<file path="src/rtl/mips_pipe_stage.sv">
// Elastic pipeline register for the MIPS32 datapath: valid/ready handshake,
// optional 2-entry skid buffer, flush with bubble insertion, stall counter.
//
//   state | meaning
//   EMPTY | no entry held; out_ctrl forced to NOP_CTRL
//   ONE   | head entry valid on out_*
//   TWO   | head valid plus one entry parked in the skid slot
module mips_pipe_stage #(
  parameter int                DATA_W   = 32,
  parameter int                CTRL_W   = 9,
  parameter logic [CTRL_W-1:0] NOP_CTRL = '0,
  parameter int                SKID     = 1,
  parameter int                CNT_W    = 16
) (
  input  logic              clk,
  input  logic              reset,
  input  logic              flush,
  input  logic              in_valid,
  output logic              in_ready,
  input  logic [DATA_W-1:0] in_data,
  input  logic [CTRL_W-1:0] in_ctrl,
  output logic              out_valid,
  input  logic              out_ready,
  output logic [DATA_W-1:0] out_data,
  output logic [CTRL_W-1:0] out_ctrl,
  output logic [1:0]        occupancy,
  output logic [CNT_W-1:0]  stall_cnt
);

  typedef enum logic [1:0] {EMPTY = 2'd0, ONE = 2'd1, TWO = 2'd2} stateT;

  stateT             state, nextState;
  logic [DATA_W-1:0] headData, skidData;
  logic [CTRL_W-1:0] headCtrl, skidCtrl;
  logic [CNT_W-1:0]  stallCnt;
  logic              readyReg;
  logic              accept, pop;
  logic              loadHeadIn, loadHeadSkid, loadSkid;

  assign out_valid = (state != EMPTY);
  assign out_data  = headData;
  assign out_ctrl  = out_valid ? headCtrl : NOP_CTRL;
  assign occupancy = state;
  assign stall_cnt = stallCnt;
  assign accept    = in_valid & in_ready;
  assign pop       = out_valid & out_ready;

  // readyReg is low during reset, so in_ready only rises after release
  generate
    if (SKID != 0) begin : gSkid
      assign in_ready = readyReg & ~flush;
    end else begin : gSingle
      assign in_ready = readyReg & (~out_valid | out_ready) & ~flush;
    end
  endgenerate

  always_comb begin
    nextState    = state;
    loadHeadIn   = 1'b0;
    loadHeadSkid = 1'b0;
    loadSkid     = 1'b0;
    if (flush) begin
      nextState = EMPTY;
    end else begin
      case (state)
        EMPTY: if (accept) begin
          nextState  = ONE;
          loadHeadIn = 1'b1;
        end
        ONE: begin
          if (accept && !pop) begin
            nextState = TWO;
            loadSkid  = 1'b1;
          end else if (accept && pop) begin
            loadHeadIn = 1'b1;
          end else if (pop) begin
            nextState = EMPTY;
          end
        end
        TWO: if (pop) begin
          nextState    = ONE;
          loadHeadSkid = 1'b1;
        end
        default: nextState = EMPTY;
      endcase
    end
  end

  always_ff @(posedge clk or negedge reset) begin
    if (!reset) begin
      state    <= EMPTY;
      readyReg <= 1'b0;
    end else begin
      state    <= nextState;
      readyReg <= (nextState != TWO);
    end
  end

  always_ff @(posedge clk or negedge reset) begin
    if (!reset) begin
      headData <= '0;
      headCtrl <= '0;
      skidData <= '0;
      skidCtrl <= '0;
    end else begin
      if (loadHeadIn) begin
        headData <= in_data;
        headCtrl <= in_ctrl;
      end else if (loadHeadSkid) begin
        headData <= skidData;
        headCtrl <= skidCtrl;
      end
      if (loadSkid) begin
        skidData <= in_data;
        skidCtrl <= in_ctrl;
      end
    end
  end

  // Saturating back-pressure counter; flush deliberately leaves it alone
  always_ff @(posedge clk or negedge reset) begin
    if (!reset) begin
      stallCnt <= '0;
    end else if (out_valid && !out_ready && (stallCnt != {CNT_W{1'b1}})) begin
      stallCnt <= stallCnt + 1'b1;
    end
  end

endmodule

</file>
<file path="config.mk">
export PLATFORM = sky130hd
export DESIGN_NAME = mips_pipe_stage
export DESIGN_NICKNAME = d
export VERILOG_FILES = /design/src/rtl/mips_pipe_stage.sv
export SDC_FILE = /design/constraint.sdc
export NUM_CORES = 1
export LEC_CHECK = 0
export ABC_CLOCK_PERIOD_IN_PS = 1810
export BUFFER_PORTS_ARGS = -buffer_cell sky130_fd_sc_hd__buf_4
export CORE_MARGIN = 4
export CORE_UTILIZATION = 47
export CTS_CLUSTER_DIAMETER = 100
export DETAILED_ROUTE_END_ITERATION = 12
export PLACE_DENSITY = 0.8
export SETUP_SLACK_MARGIN = 0.4
export SYNTH_ARGS = -nofsm -noshare
export SYNTH_HDL_FRONTEND = slang
export SYNTH_SLANG_ARGS = --single-unit
</file>
<file path="constraint.sdc">
create_clock -name clk -period 1.81 [get_ports clk]
set_input_delay 0.362 -clock clk [delete_from_list [all_inputs] [get_ports clk]]
set_output_delay 0.362 -clock clk [all_outputs]
set_load 0.01 [all_outputs]
</file>
Yosys cells after proc, flatten, opt, wreduce, memory -nomap -nowiden. Cells that the tools add are included.

Flip-flop bits (word level): 101. Input bits: 46. Output and inout port bits: 61. Logic and storage cells: 48.

Add/sub/neg operators: 1. Eq/ne operators: 4. Multiplexer cells: 23. Bitwise gates (word level): 4. Reduce and logical (&&, ||, !) cells: 9.

Operator list (count): $mux W32 (2); $mux W9 (3); $add A16 B1 Y16 const B (1); $ne A16 B16 Y1 const B (1); $mux W2 (6); $mux W1 (10); $pmux W2 S3 (1); $logic_and A1 B1 Y1 (4); $reduce_bool A2 Y1 (2); $and A1 B1 Y1 (3); $eq A2 B1 Y1 const B (1); $eq A2 B2 Y1 const B (1); $logic_not A1 Y1 (2); $logic_not A2 Y1 (1); $ne A2 B2 Y1 const B (1); $pmux W1 S2 (1); $not A1 Y1 (1).

Longest topological paths before layout.
Depth after elaboration: 9. Mapped depth: 6. Depth with buffers taken out: 5.

Least setup slack after synthesis. No wires, ideal clock.

Path type: reg2reg. Start: reg stallCnt[0], in the netlist stall_cnt[0]. End: reg stallCnt[9], in the netlist stall_cnt[9]. Setup time: 0.129 ns. Arrival: 1.644 ns. Required time: 1.681 ns. Setup slack: 0.038 ns. Cell stages (with the launch flop): 6. Buffers on the path: 0. Clock period less this slack: 1.772 ns. Path through: dfrtp_1 -> ha_1 -> nand3_1 -> nor4_4 -> and4bb_2 -> xor2_1.

Word-level cells in the longest chain between the ends: 2. Elaborated cells on any way between the ends: 3. Classes of those cells: add/sub (1); eq/ne (1); reduce/logical (1).

RTL lines: from (decl) (RTL line 35) `logic [CNT_W-1:0] stallCnt;`; from (signal assigned) (RTL line 125) `stallCnt <= stallCnt + 1'b1;`; parallel branches: the longest is 2 deep, another holds $add A16 B1 Y16.

Several ways; the timed one is not identified. A chain may end at the register's enable or synchronous reset.

Worst setup path after layout.
Start: reg state[1], in the netlist occupancy[1]. End: reg headData[30], in the netlist out_data[30].

Word-level cells in the longest chain between the ends: 8. Elaborated cells on any way between the ends: 17. Classes of those cells: eq/ne (2); mux (8); bitwise (1); reduce/logical (6).

RTL lines: from (decl) (RTL line 32) `stateT state, nextState;`; from (signal assigned) (RTL line 94) `state <= nextState;`; $reduce_bool A2 Y1 (RTL line 40) `assign out_valid = (state != EMPTY);`; $and A1 B1 Y1 (RTL line 46) `assign pop = out_valid & out_ready;`; $logic_and A1 B1 Y1 / $logic_not A1 Y1 (equally long branches) (RTL line 74, 71); $mux W1 / $logic_and A1 B1 Y1 (equally long branches) (RTL line 74, 71); $mux W1 (RTL line 71) `if (accept && !pop) begin`; $pmux W1 S2 (RTL line 65) `case (state)`; $mux W1 (RTL line 62) `if (flush) begin`; $mux W32 / $reduce_bool A2 Y1 (equally long branches); to (signal assigned) (RTL line 107) `headData <= in_data;`; to (signal assigned) (RTL line 110) `headData <= skidData;`; to (decl) (RTL line 33) `logic [DATA_W-1:0] headData, skidData;`.

Parallel ways exist; a longest one is shown, timed or not.

==> qor.yml <==
run_status: "finished, final reports clean"
gp_congestion: 0.805
grt.overflow.total: 0
hold_viol_final: 0
htree_levels: 3
r2r-start: "occupancy[1]"
crit_type: "flop to flop"
final_cell_mix: "buf_4 (115), dfrtp_1 (94), buf_6 (44)"
setup_viol: 0
ys_seq_area_share_pct: 56.0
grt_start_max_net_pins: 38
worstPathArrival_ns: 1.99
mostFrequentLayoutCell: "buf_4"
crit_buf_inv: 3
r2r-end: "out_data[30]"
hold_class: "input port to flop"
clkTransAtPathRegs_ns: 0.10
drtAntennaViolNets: 0
fin_setup_tns_ns: 0
grt_pass1_vias: 3881
dieArea_um2: 11200
fp.coreArea_um2: 9280
finalClockSkew_ns: 0.0105
drtPass1Iterations: 4
ioPinCount: 107
cts_buffer_depth: 2
cpLargestDelayFamily: "buffers and inverters"
clock_latency_ns: 0.37
finalWirelength_um: 14700
holdPathEnd: "occupancy[1]"
area_growth_pct: 62.7
fp-row-count: 35
synth_ff_type: "dfrtp_1"
power_leakage_nw: 3.43
synth_nets: 411
drc: 0
antenna_found_initial: 0
wl_per_cell_um: 21.5
dp_hpwl_um: 6890
initial_core_util_pct: 48.6
synth_area_um2: 4520
fmax_ghz: 0.573
ys_ff_latch: 101
power_density_nw_per_um2: 975
track_usage_pct: 23.5
avgSynthCellArea_um2: 12.4
synth_cells: 364
drt_iter0_drc: 111
max_slew_margin_pct: 77.3
drive_above_1_share_pct: 58.7
cts.sinks: 101
worst_ep_required_time_ns: 2.06
drv_slew: 0
synth_top_cell_area_share_pct: 56.0
worst_pin_slew_ns: 0.341
path_common_cell: "buf_6"
critPathLaunchType: "flop"
critPathSlowestCell: "dfrtp_2"
port-buffer-count: 106
cpPeakStageDelay_ns: 0.47
cts-buffers-inserted: 9
via_count: 3728
via_per_inst: 5.46
r2r_slack_ns: 0.07
synth.distinct_cells: 36
tritoncts: "yes"
synth-edff-count: 0
layout_min_cycle_time_ns: 1.74
rr_worst_depth: 6
rsz0062_at_grt: "yes"
min_period_over_period_pct: 96.3
synthArstFlopShare_pct: 100
die_y_um: 106
cts-root-buf: "clkbuf_8"
path_max_fanout: 6
n_antenna_cell: 0
yosys_warnings: 0
final_nets: 596
crit_chain: "buf_6, nor4_4, buf_6, clkbuf_16, mux2i_1, a21oi_1"
final_util_pct: 79.1
min_from: "out_ready"
netlist_top_cells_area: "dfrtp_1 (56%), mux2_2 (10%), mux2i_1 (9.1%)"
cap_violations: 0
die_x_um: 106
ir_worst_vdd_uv: 864
grt_pass1_wl_um: 20800
yosysTopAreaCell: "dfrtp_1"
holdPathStages: 2
end_kind: "flop"
[repair_timing]
item / 4_1_cts / 5_1_grt
gates resized for setup: 58 / 79
setup endpoints to repair: 112 / 125
buffers inserted: 37 / 16
hold endpoints to repair: 21 / 0
pin swaps: 8 / 13
hold buffers: 1 / 0
cloned: 13 / 3
[synthesized netlist by cell type, drive strengths merged, types with 2 or more instances]
master,instances
dfrtp,101
nor2,45
a21oi,43
mux2,42
mux2i,41
buf,15
nor2b,10
nand3,8
xor2,8
xnor2,6
nand4,5
nor3,5
nor4,5
nand2,4
a31oi,3
clkbuf,3
inv,3
nand4b,2
or3,2
[how the worst max path moves through the flow]
stage / start / end / slack, ns / cells past startpoint
global route: occupancy[0] / out_data[30] / 0.01 / 6
finish: occupancy[1] / out_data[30] / 0.07 / 6
detailed placement: out_ready / out_data[28] / 0.01 / 6
global placement: out_ready / out_data[22] / 0.07 / 6
floorplan: stall_cnt[5] / stall_cnt[9] / 0.22 / 4
CTS: occupancy[1] / out_ctrl[3] / 0.12 / 4
[where the power goes]
part / total (mW) / switching [mW] / leakage [nW] / internal, mW
Clock: 1.36 / 0.810 / 0.0893 / 0.548
Sequential: 3.25 / 0.428 / 1.22 / 2.82
Combinational: 2.56 / 1.04 / 2.12 / 1.51
[cells by family (layout without fill, tap and decap cells)]
| logic type | Yosys count | in the layout | synth area share (%) |
|---|---|---|---|
| mux | 83 | 83 | 19.6 |
| simple gates | 94 | 94 | 11.2 |
| fa+ha+maj | 1 | 1 | 0.277 |
| flops | 101 | 101 | 56.0 |
| xor+xnor | 14 | 14 | 2.72 |
| buf+inv | 21 | 211 | 2.72 |
| compound gates | 50 | 50 | 7.59 |
[per-layer routing]
layer / routed length (um) / vias up / global-route usage, %
li1: - / 1656 / -
met1: 5860 / 1906 / 30.2
met4: 297 / 0 / 7.77
met5: 0 / - / 0
met3: 825 / 26 / 5.28
met2: 7680 / 140 / 39.6
[final cells by class]
type                            count  area, um2
Multi-Input combinational cell    242       2370
Sequential cell                   101       2540
Clock inverter                      6       46.3
Inverter                            3       11.3
Tap cell                          129        161
Fill cell                         536       1940
Clock buffer                       10        138
Timing Repair Buffer              192       2090
[sequential cells by signal, summed over array words and instances (netlist names)]
signal	count
out_data	32
skidCtrl	9
occupancy	2
readyReg	1
stall_cnt	16
headCtrl	9
skidData	32
[per-stage QoR]
| stage | instances | total power [mW] | worst slack (ns) | instance area [um2] | hold slack (ns) |
|---|---|---|---|---|---|
| after floorplan | 364 | 4.33 | 0.216 | 4750 | 0.0664 |
| after global placement | 597 | 5.02 | 0.0688 | 5730 | 0.286 |
| after detailed placement | 597 | 5.12 | 0.0120 | 5730 | 0.291 |
| after CTS | 664 | 6.83 | 0.124 | 6790 | 0.178 |
| after global routing | 683 | 7.53 | 0.0124 | 7350 | 0.184 |
| final | 683 | 7.16 | 0.0661 | 7350 | 0.201 |
(Power assumes the default switching activity.)
